<file path="config.mk">
export PLATFORM = sky130hd
export DESIGN_NAME = uart_rx_core
export DESIGN_NICKNAME = d
export VERILOG_FILES = /design/src/rtl/uart_link_pkg.sv /design/src/rtl/uart_link_checker_rx_core.sv
export SDC_FILE = /design/constraint.sdc
export NUM_CORES = 1
export LEC_CHECK = 0
export CELL_PAD_IN_SITES_DETAIL_PLACEMENT = 1
export CELL_PAD_IN_SITES_GLOBAL_PLACEMENT = 2
export CORE_ASPECT_RATIO = 0.6
export CORE_MARGIN = 2
export CORE_UTILIZATION = 32
export CTS_CLUSTER_SIZE = 28
export DETAILED_ROUTE_END_ITERATION = 10
export HOLD_SLACK_MARGIN = 0.12
export PLACE_DENSITY = 0.87
export SLEW_MARGIN = 0
export SYNTH_ARGS = -nofsm -noshare
export SYNTH_HDL_FRONTEND = slang
export SYNTH_SLANG_ARGS = --single-unit
export TNS_END_PERCENT = 50
</file>
<file path="constraint.sdc">
create_clock -name clock -period 2 [get_ports clock]
set_input_delay 0.4 -clock clock [delete_from_list [all_inputs] [get_ports clock]]
set_output_delay 0.4 -clock clock [all_outputs]
set_load 0.02 [all_outputs]
</file>
<file path="src/rtl/uart_link_pkg.sv">
// Shared types and helpers for the parametrised UART link.
package uart_link_pkg;

    typedef enum logic [2:0] {
        IDLE,
        START,
        DATA,
        PARITY,
        STOP
    } uart_state_e;

    localparam int unsigned MAX_DATA_W = 16;

    // Callers zero-extend their payload, so the XOR is unaffected by width.
    function automatic logic even_parity(input logic [MAX_DATA_W-1:0] data);
        return ^data;
    endfunction

    function automatic int unsigned half_bit(input int unsigned oversample);
        return oversample / 2;
    endfunction

endpackage

</file>
<file path="src/rtl/uart_link_checker_rx_core.sv">
// Receiver: input register, mid-bit sampling FSM, payload and sticky error flags.
module uart_rx_core
    import uart_link_pkg::*;
#(
    parameter int unsigned DATA_W     = 8,
    parameter int unsigned OVERSAMPLE = 16,
    parameter int unsigned PARITY_EN  = 0
) (
    input  logic              clock,
    input  logic              reset,
    input  logic              line,
    output logic              rx_valid,
    output logic [DATA_W-1:0] rx_data,
    output logic              frame_err,
    output logic              parity_err
);

    localparam int unsigned HALF  = half_bit(OVERSAMPLE);
    localparam int unsigned CNT_W = $clog2(OVERSAMPLE);
    localparam int unsigned BIT_W = $clog2(DATA_W + 1);

    uart_state_e       state, state_next;
    logic [CNT_W-1:0]  cnt, cnt_next;
    logic [BIT_W-1:0]  bit_idx, bit_idx_next;
    logic [DATA_W-1:0] rx_buf, rx_buf_next;
    logic [DATA_W-1:0] rx_data_next;
    logic              rx_sync;
    logic              par_bit, par_bit_next;
    logic              rx_valid_next, frame_err_next, parity_err_next;
    logic              bit_end;

    always_comb begin
        bit_end         = (cnt == CNT_W'(OVERSAMPLE - 1));
        state_next      = state;
        cnt_next        = bit_end ? '0 : cnt + 1'b1;
        bit_idx_next    = bit_idx;
        rx_buf_next     = rx_buf;
        par_bit_next    = par_bit;
        rx_valid_next   = 1'b0;
        rx_data_next    = rx_data;
        frame_err_next  = frame_err;
        parity_err_next = parity_err;

        case (state)
            IDLE: begin
                cnt_next     = '0;
                bit_idx_next = '0;
                if (!rx_sync) state_next = START;
            end
            START: begin
                // A line that is high again at mid-start was only a glitch.
                if (cnt == CNT_W'(HALF - 1)) begin
                    cnt_next   = '0;
                    state_next = rx_sync ? IDLE : DATA;
                end
            end
            DATA: begin
                if (bit_end) begin
                    rx_buf_next = {rx_sync, rx_buf[DATA_W-1:1]};
                    if (bit_idx == BIT_W'(DATA_W - 1)) begin
                        bit_idx_next = '0;
                        state_next   = (PARITY_EN != 0) ? PARITY : STOP;
                    end else begin
                        bit_idx_next = bit_idx + 1'b1;
                    end
                end
            end
            PARITY: begin
                if (bit_end) begin
                    par_bit_next = rx_sync;
                    state_next   = STOP;
                end
            end
            STOP: begin
                // Only the first stop bit is checked; RX is idle during any second one.
                if (bit_end) begin
                    state_next     = IDLE;
                    rx_valid_next  = 1'b1;
                    rx_data_next   = rx_buf;
                    frame_err_next = frame_err | ~rx_sync;
                    if (PARITY_EN != 0)
                        parity_err_next = parity_err |
                            (even_parity(MAX_DATA_W'(rx_buf)) ^ par_bit);
                end
            end
            default: state_next = IDLE;
        endcase
    end

    always_ff @(posedge clock) begin
        if (!reset) begin
            state      <= IDLE;
            cnt        <= '0;
            bit_idx    <= '0;
            rx_buf     <= '0;
            rx_sync    <= 1'b1;
            par_bit    <= 1'b0;
            rx_valid   <= 1'b0;
            rx_data    <= '0;
            frame_err  <= 1'b0;
            parity_err <= 1'b0;
        end else begin
            state      <= state_next;
            cnt        <= cnt_next;
            bit_idx    <= bit_idx_next;
            rx_buf     <= rx_buf_next;
            rx_sync    <= line;
            par_bit    <= par_bit_next;
            rx_valid   <= rx_valid_next;
            rx_data    <= rx_data_next;
            frame_err  <= frame_err_next;
            parity_err <= parity_err_next;
        end
    end

endmodule

</file>
# --- Word-level counts from Yosys, hierarchy flattened ---
# Cells that the tools add are included.
word_totals:
  regBits: 30
  input_bits: 3
  out_inout_bits: 11
  wordCells: 47
classes:
  add_sub_neg: 2
  eq_ne: 13
  n_mux: 15
  n_bitwise: 2
  reduce_logical: 7
ops:
  columns: ["cell", "count"]
  rows:
  - ["$mux 3", 6]
  - ["$mux 4", 4]
  - ["$pmux 4 s2", 2]
  - ["$pmux 3 s5", 1]
  - ["$ne 2x2->1 const B", 6]
  - ["$add 4x1->4 const B", 2]
  - ["$eq 4x3->1 const B", 2]
  - ["$reduce_and 2->1", 4]
  - ["$eq 3x2->1 const B", 2]
  - ["$reduce_and 6->1", 1]
  - ["$eq 4x4->1 const B", 1]
  - ["$eq 3x1->1 const B", 1]
  - ["$eq 3x3->1 const B", 1]
  - ["$logic_not 3->1", 1]
  - ["$mux 2", 1]
  - ["$reduce_bool 2->1", 1]
  - ["$mux 1", 1]
  - ["$not 1->1", 1]
  - ["$or 1x1->1", 1]

# --- Longest topological paths before layout ---
# Gate-level depths: netlist (run 1).
logic_depth:
  word_depth: 4
  ltp_mapped: 7

# --- Worst setup path after synthesis (run 1) ---
# Ideal clock, no wire load.
synth_timing:
  path_type: "reg2reg"
  from: "register cnt[0]"
  to: "register state[0]"
  setup_ns: 0.119
  arrival_ns: 1.428
  setup_slack_ns: 0.454
  stages_incl_launch_ff: 7
  n_path_buf: 1
  cell_sequence: "dfxtp_1 ha_1 and3_1 buf_6 a211o_1 o311a_1 o221a_1"
synth_via:
  elab_chain_len: 3
synth_rtl:
  columns: ["item", "line_no", "text"]
  rows:
  - ["start, declared", "uart_link_checker_rx_core.sv:23", "logic [CNT_W-1:0] cnt, cnt_next;"]
  - ["start signal, assigned", "uart_link_checker_rx_core.sv:104", "cnt <= cnt_next;"]
  - ["$eq 4x3->1 or $eq 4x4->1 (tied branches)", "uart_link_checker_rx_core.sv:52, uart_link_checker_rx_core.sv:33", null]
  - ["$ne 2x2->1 (no source line)", null, null]
  - ["$reduce_and 6->1 (no source line) *", null, null]
  - ["end signal, assigned", "uart_link_checker_rx_core.sv:103", "state <= state_next;"]
  - ["end, declared", "uart_link_checker_rx_core.sv:22", "uart_state_e state, state_next;"]
# Mark *: on every way between the ends. The rest lies on a longest branch, timed or not.
# A chain may end at the register's enable or synchronous reset.

# --- Worst setup path in the final report (run 1) ---
layout_timing:
  from: "register cnt[0]"
  to: "register bit_idx[1]"
layout_via:
  elab_chain_len: 3
layout_rtl:
  columns: ["item", "line_no", "text"]
  rows:
  - ["$eq 4x4->1", "uart_link_checker_rx_core.sv:33", "bit_end = (cnt == CNT_W'(OVERSAMPLE - 1));"]
  - ["$ne 2x2->1 (no source line)", null, null]
  - ["$reduce_and 2->1 (no source line)", null, null]
  - ["end signal, assigned", "uart_link_checker_rx_core.sv:105", "bit_idx <= bit_idx_next;"]
  - ["end, declared", "uart_link_checker_rx_core.sv:24", "logic [BIT_W-1:0] bit_idx, bit_idx_next;"]
# Every way passes these cells.

==> results of run 1 <==
-- state kept, by name, summed over array words and instances (netlist names) --
signal	cells
bit_idx	4
cnt	4
frame_err	1
rx_buf	8
rx_data	8
rx_sync	1
rx_valid	1
state	3
-- routing by layer --
| metal | global-route usage | wire [µm] |
|---|---|---|
| met5 | 0 | 0 |
| met1 | 0.212 | 1600 |
| met4 | 0.0476 | 34 |
| met3 | 0.0468 | 117 |
| met2 | 0.249 | 1350 |
-- critical path, stage by stage (launching register included) --
cell and delay, ps:
dfxtp_1 350, ha_1 240, and3_2 410, and2_1 360, nand2_1 100, a21oi_1 160
-- where the power goes --
group	total, W	switching [W]	internal (W)
combinational	0.0000387	0.0000221	0.0000166
sequential	0.000609	0.00000771	0.000602
clock	0.000499	0.000222	0.000277
-- cell families after synthesis --
family	after synthesis
compound gates	31
xor+xnor	3
fa+ha+maj	2
buf+inv	12
flops	30
mux	2
other cells	1
simple gates	70
-- through the flow --
stage	hold WS, ps	utilization
global route	471	0.402
detailed placement	440	0.378
finish	447	0.402
floorplan	418	-
CTS	455	0.402
global placement	432	0.378
-- worst min-delay path by stage --
stage	startpoint	end	slack, ps	cells after the start
after floorplan	cnt[0]	cnt[0]	420	1
after global placement	cnt[0]	cnt[0]	430	1
after detailed placement	cnt[0]	cnt[0]	440	1
after CTS	cnt[0]	cnt[0]	450	1
after global routing	rx_data[5]	rx_data[5]	470	2
final	cnt[0]	cnt[0]	450	1
-- cell usage in the layout (no fill, tap or decap), types with 3 or more instances in the layout --
master / synthesis / final
nand3_1: 15 / 15
buf_4: 4 / 3
clkdlybuf4s50_1: 0 / 12
clkbuf_8: 0 / 6
o21a_1: 3 / 3
dfxtp_1: 30 / 30
nor2_1: 8 / 8
a21oi_1: 18 / 18
nand2_1: 32 / 32
-- what timing repair did --
item	CTS	global route
gates resized for setup	0	1
endpoints found under the setup margin	0	10
endpoints found under the hold margin	0	0
-- layout make-up --
class                   count  area share
clock inverters             1     0.00332
multi-input cells         109       0.402
flip-flops and latches     30       0.399
repair buffers             15      0.0947
inverters                   2     0.00498
well taps                  47      0.0390
clock buffers               7      0.0573
==> metrics.txt, run 1 <==
# TYPE chip_impl_metric gauge
chip_impl_metric{name="floorplan.initialDensity",unit=""} 0.341
chip_impl_info{name="status",value="complete, no violations"} 1
chip_impl_metric{name="mappedNetlistArea",unit="µm²"} 1270
chip_impl_metric{name="wire_per_inst",unit="µm"} 14.7
chip_impl_metric{name="worst_r2r_path_cells",unit=""} 5
chip_impl_metric{name="report.power.total",unit="W"} 0.00115
chip_impl_info{name="clockRootBuffer",value="clkbuf_8"} 1
chip_impl_metric{name="vdd.ir_drop.worst",unit="mV"} 0.283
chip_impl_metric{name="yosys_register_bits",unit=""} 30
chip_impl_metric{name="reg2reg_slack",unit="ps"} 310
chip_impl_metric{name="p_leak",unit="nW"} 0.522
chip_impl_info{name="rsz0062_at_grt",value="no"} 1
chip_impl_metric{name="setup_viol",unit=""} 0
chip_impl_metric{name="grt_start_max_net_pins",unit=""} 20
chip_impl_metric{name="hpwl",unit="µm"} 2320
chip_impl_metric{name="ctsLongestPathBuffers",unit=""} 2
chip_impl_metric{name="synthesized_area_fraction_occupied_by_and_or_nand_nor_cells",unit=""} 0.261
chip_impl_metric{name="dp_cells",unit=""} 203
chip_impl_info{name="sort_of_element_at_the_start_of_the_critical_path",value="flop"} 1
chip_impl_info{name="ys_top_cells_by_count",value="nand2_1 (32), dfxtp_1 (30), a21oi_1 (18)"} 1
chip_impl_metric{name="core-area",unit="µm²"} 3740
chip_impl_metric{name="timing.final.crit_period",unit="ps"} 1690
chip_impl_metric{name="portBuffers",unit=""} 12
chip_impl_metric{name="clkLatencyLatePin",unit="ps"} 280
chip_impl_metric{name="first_iter_violations",unit=""} 57
chip_impl_metric{name="wl",unit="µm"} 3110
chip_impl_metric{name="chipHeight",unit="µm"} 52.9
chip_impl_metric{name="dieArea",unit="µm²"} 4520
chip_impl_metric{name="drt.antenna.violating_nets",unit=""} 0
chip_impl_metric{name="synth_fa_ha_area_frac",unit=""} 0.0196
chip_impl_info{name="worstSetupStartpoint",value="cnt[0]"} 1
chip_impl_metric{name="post-cts-setup-buffer-count",unit=""} 0
chip_impl_info{name="worstSetupEndpoint",value="bit_idx[1]"} 1
chip_impl_metric{name="globalplace.congestion",unit=""} 0.757
chip_impl_info{name="most_area_hungry_cell_type_in_the_yosys_netlist",value="dfxtp_1"} 1
chip_impl_info{name="cts_tree",value="done"} 1
chip_impl_info{name="worstSetupEndpointType",value="flop"} 1
chip_impl_metric{name="share_of_cells_above_drive_strength_1",unit=""} 0.0854
chip_impl_metric{name="cp_data_arrival_time",unit="ps"} 1890
chip_impl_metric{name="cts.hold.buffers_added",unit=""} 0
chip_impl_metric{name="multi_input_comb_area",unit="µm²"} 606
chip_impl_metric{name="cts_htree_levels",unit=""} 2
chip_impl_metric{name="synth.distinct_cells",unit=""} 36
chip_impl_metric{name="dp_worst_setup_slack",unit="ps"} 159
chip_impl_metric{name="syn_inst",unit=""} 151
chip_impl_metric{name="viasPerCell",unit=""} 5.18
chip_impl_metric{name="grt_pass1_wl",unit="µm"} 5310
chip_impl_metric{name="finalSetupTns",unit="ps"} 0
chip_impl_metric{name="maxSlewViolCount",unit=""} 0
chip_impl_metric{name="dpl-instance-area",unit="µm²"} 1410
chip_impl_metric{name="regArea",unit="µm²"} 601
chip_impl_metric{name="area_delta_synth_final",unit="%"} 18.2
chip_impl_metric{name="synth.top_cell.area_share",unit=""} 0.471
chip_impl_metric{name="layout.filler_cells",unit=""} 457
chip_impl_metric{name="insertedDiodeCount",unit=""} 0
chip_impl_metric{name="rows",unit=""} 17
chip_impl_metric{name="clock_sinks",unit=""} 30
chip_impl_metric{name="die_width",unit="µm"} 85.5
chip_impl_metric{name="syn-mean-instance-area",unit="µm²"} 8.44
chip_impl_info{name="dominantRegCellSynth",value="dfxtp_1"} 1
chip_impl_metric{name="groute.usage.overall",unit=""} 0.158
chip_impl_metric{name="final_cell_count_no_fill",unit=""} 211
chip_impl_metric{name="synth-compound-area-share",unit=""} 0.154
chip_impl_metric{name="max_clock_freq",unit="MHz"} 593
chip_impl_metric{name="number_of_design_rule_violations_left_after_detail_routing",unit=""} 0
chip_impl_metric{name="antenna_found_initial",unit=""} 0
chip_impl_info{name="hold_path.class",value="reg2reg"} 1
chip_impl_metric{name="postSynthNetCount",unit=""} 156
chip_impl_info{name="critical_path.reg2reg.endpoint",value="bit_idx[1]"} 1
chip_impl_metric{name="globalRoute.totalOverflow",unit=""} 0
chip_impl_metric{name="cts.clk_slew.worst_paths",unit="ps"} 60
chip_impl_metric{name="hold_viol",unit=""} 0
chip_impl_metric{name="detailed_route_via_count",unit=""} 1092
chip_impl_info{name="critical_path_class",value="reg2reg"} 1
chip_impl_metric{name="fin_worst_skew",unit="ps"} 4.55
chip_impl_info{name="combinational_family_with_the_most_area_after_synthesis",value="simple AND/OR/NAND/NOR gates"} 1
chip_impl_metric{name="firstDrtPassIters",unit=""} 4
chip_impl_metric{name="synthMuxAreaShare",unit=""} 0.0157
chip_impl_metric{name="setup_ws",unit="ps"} 313
chip_impl_metric{name="critPathRequiredTime",unit="ps"} 2200
chip_impl_metric{name="num-nets-final",unit=""} 168
chip_impl_metric{name="critical_path.max_fanout",unit=""} 16
chip_impl_metric{name="layout_worst_path_cycle_share",unit=""} 0.844
chip_impl_info{name="synth.most_common_cell",value="nand2_1"} 1
chip_impl_metric{name="cts_made_buffers",unit=""} 5
chip_impl_info{name="synth.area.top_cells",value="dfxtp_1 (47%), nand2_1 (9.4%), a21oi_1 (7.1%)"} 1
chip_impl_metric{name="drv.max_cap_violation_count",unit=""} 0
chip_impl_metric{name="yosysWarningCount",unit=""} 0
chip_impl_metric{name="final_cell_area",unit="µm²"} 1510
chip_impl_metric{name="cellPowerDensity",unit="nW/µm²"} 762
chip_impl_metric{name="portion_of_the_post_synthesis_area_used_by_sequential_elements",unit=""} 0.471
chip_impl_metric{name="io_pins",unit=""} 14
chip_impl_metric{name="synth-xor-area-share",unit=""} 0.0206
chip_impl_info{name="rr_startpoint",value="cnt[0]"} 1
chip_impl_metric{name="async_flop_share",unit=""} 0
chip_impl_metric{name="number_of_global_route_vias_before_repair",unit=""} 1096
chip_impl_metric{name="synth-edff-count",unit=""} 0
(Power assumes the default switching activity.)
==> inputs of run 2 (changes only) <==
==> constraint.sdc (replaced) <==
create_clock -name clock -period 1.6 [get_ports clock]
set_input_delay 0.32 -clock clock [delete_from_list [all_inputs] [get_ports clock]]
set_output_delay 0.32 -clock clock [all_outputs]
set_load 0.02 [all_outputs]
==> metrics.txt, run 2 (same netlist as run 1, synthesis figures left out) <==
# TYPE chip_impl_metric gauge
chip_impl_info{name="status",value="complete, no violations"} 1
chip_impl_metric{name="setup_viol",unit=""} 0
chip_impl_metric{name="chipHeight",unit="µm"} 52.9
chip_impl_metric{name="detailed_route_via_count",unit=""} 1098
chip_impl_metric{name="core-area",unit="µm²"} 3740
chip_impl_metric{name="cts_made_buffers",unit=""} 5
chip_impl_info{name="layout.cells.most_common_list",value="nand2_1 (31), dfxtp_1 (30), a21oi_1 (18)"} 1
chip_impl_info{name="cp_max_delay_cell",value="clkdlybuf4s50_1"} 1
chip_impl_info{name="reg.largest.list",value="rx_buf (8), rx_data (8)"} 1
chip_impl_info{name="critical_path_class",value="reg2out"} 1
chip_impl_info{name="sort_of_element_at_the_start_of_the_critical_path",value="flop"} 1
chip_impl_metric{name="clkLatencyLatePin",unit="ps"} 280
chip_impl_metric{name="floorplan.initialDensity",unit=""} 0.341
chip_impl_metric{name="max_clock_freq",unit="MHz"} 646
chip_impl_info{name="clockRootBuffer",value="clkbuf_8"} 1
chip_impl_metric{name="dieArea",unit="µm²"} 4520
chip_impl_metric{name="rows",unit=""} 17
chip_impl_metric{name="wire_per_inst",unit="µm"} 14.8
chip_impl_metric{name="antenna_found_initial",unit=""} 0
chip_impl_metric{name="drt.antenna.violating_nets",unit=""} 0
chip_impl_metric{name="cp_data_arrival_time",unit="ps"} 1230
chip_impl_info{name="critical_path.top_delay_family",value="buffers and inverters"} 1
chip_impl_metric{name="globalRoute.totalOverflow",unit=""} 0
chip_impl_metric{name="wl",unit="µm"} 3230
chip_impl_metric{name="area_delta_synth_final",unit="%"} 28.0
chip_impl_metric{name="grt_pass1_wl",unit="µm"} 5290
chip_impl_metric{name="critical_path.max_fanout",unit=""} 2
chip_impl_metric{name="groute.layer.met1.usage",unit=""} 0.198
chip_impl_info{name="hold_path.class",value="reg2reg"} 1
chip_impl_metric{name="drv.max_cap_violation_count",unit=""} 0
chip_impl_metric{name="critPathRequiredTime",unit="ps"} 1280
chip_impl_metric{name="cellPowerDensity",unit="nW/µm²"} 965
chip_impl_metric{name="cts_htree_levels",unit=""} 2
chip_impl_info{name="rr_startpoint",value="cnt[0]"} 1
chip_impl_info{name="worstSetupStartpoint",value="rx_data[4]"} 1
chip_impl_metric{name="p_leak",unit="nW"} 0.573
chip_impl_metric{name="worst_path_largest_cell_delay",unit="ps"} 610
chip_impl_metric{name="hold_viol",unit=""} 0
chip_impl_metric{name="cts.clk_slew.worst_paths",unit="ps"} 70
chip_impl_metric{name="share_of_cells_above_drive_strength_1",unit=""} 0.164
chip_impl_metric{name="first_iter_violations",unit=""} 40
chip_impl_metric{name="number_of_global_route_vias_before_repair",unit=""} 1096
chip_impl_metric{name="layout_worst_path_cycle_share",unit=""} 0.968
chip_impl_info{name="final_common_cell",value="nand2_1"} 1
chip_impl_metric{name="num-nets-final",unit=""} 175
chip_impl_info{name="cts_tree",value="done"} 1
chip_impl_info{name="hold_start",value="cnt[0]"} 1
chip_impl_metric{name="fin_worst_skew",unit="ps"} 6.18
chip_impl_metric{name="ctsLongestPathBuffers",unit=""} 2
chip_impl_metric{name="groute.usage.overall",unit=""} 0.158
chip_impl_metric{name="dpl-instance-area",unit="µm²"} 1460
chip_impl_metric{name="grt_start_max_net_pins",unit=""} 20
chip_impl_metric{name="global_route.usage.met3",unit=""} 0.0421
chip_impl_metric{name="maxSlewViolCount",unit=""} 0
chip_impl_metric{name="portBuffers",unit=""} 12
chip_impl_metric{name="timing.final.crit_period",unit="ps"} 1550
chip_impl_metric{name="insertedDiodeCount",unit=""} 0
chip_impl_metric{name="number_of_design_rule_violations_left_after_detail_routing",unit=""} 0
chip_impl_info{name="crit_path_cell_trace",value="clkdlybuf4s50_1"} 1
chip_impl_metric{name="clock_sinks",unit=""} 30
chip_impl_metric{name="vdd.ir_drop.worst",unit="mV"} 0.355
chip_impl_metric{name="final_core_utilization",unit=""} 0.436
chip_impl_metric{name="grtUsageMet2",unit=""} 0.255
chip_impl_metric{name="hpwl",unit="µm"} 2260
chip_impl_metric{name="dp_worst_setup_slack",unit="ps"} -14.3
chip_impl_metric{name="cts.hold.buffers_added",unit=""} 0
chip_impl_metric{name="final_cell_area",unit="µm²"} 1630
chip_impl_metric{name="path_buf_inv",unit=""} 1
chip_impl_metric{name="setup_ws",unit="ps"} 51.7
chip_impl_info{name="worstSetupEndpointType",value="output pin"} 1
chip_impl_metric{name="finalSetupTns",unit="ps"} 0
chip_impl_metric{name="io_pins",unit=""} 14
chip_impl_metric{name="globalplace.congestion",unit=""} 0.833
chip_impl_metric{name="firstDrtPassIters",unit=""} 4
chip_impl_metric{name="die_width",unit="µm"} 85.5
chip_impl_metric{name="viasPerCell",unit=""} 5.04
chip_impl_info{name="gr-max-usage-layer",value="met2"} 1
## run 2: changes by cell type in the layout (fill, tap and decap cells not counted), sizes merged
cell / change
clkbuf: -2
clkinv: +1
bufinv: +1
buf: +7
## run 2: timing repair
action,in CTS,in global routing
hold endpoints to repair,0,0
setup endpoints to repair,3,17
setup buffers,0,1
gates resized for setup,2,10
pin swaps,0,3
## run 2: power by group
group,total [W],internal (W),switching (W)
clock network,0.000752,0.000458,0.000294
registers,0.000763,0.000752,0.0000115
logic,0.0000589,0.0000273,0.0000316
total,0.00157,0.00124,0.000338
## run 2: final timing paths
check / endpoint / slack (ps) / depth (start not counted)
hold / removal: cnt[0] / 450 / 1
hold reg to reg: cnt[0] / 450 / 1
setup reg to reg: state[0] / 70 / 5
setup / recovery: rx_data[4] / 50 / 1
## run 2: stage by stage
step | cells | total power (W) | hold slack (ps)
after floorplan | 151 | 0.000812 | 418
after detailed placement | 209 | 0.000830 | 449
after global routing | 218 | 0.00164 | 472
after CTS | 217 | 0.00159 | 458
after global placement | 209 | 0.000826 | 432
final | 218 | 0.00157 | 454
## run 2: final cells by class
cell class                 instances  area [µm²]
timing repair buffer              22         195
multi-input combinational        109         661
inverter                           2        7.51
sequential                        30         601
tap                               47        58.8
clock buffer                       5        68.8
clock inverter                     3        40.0
fill                             442        2110
## run 2: routing by layer
| layer | part of all wire | vias to the layer above | wire length [µm] |
|---|---|---|---|
| met5 | 0 | - | 0 |
| met4 | 0.017 | 0 | 56 |
| met3 | 0.039 | 5 | 126 |
| met2 | 0.45 | 19 | 1460 |
| met1 | 0.49 | 519 | 1590 |
| li1 | - | 555 | - |
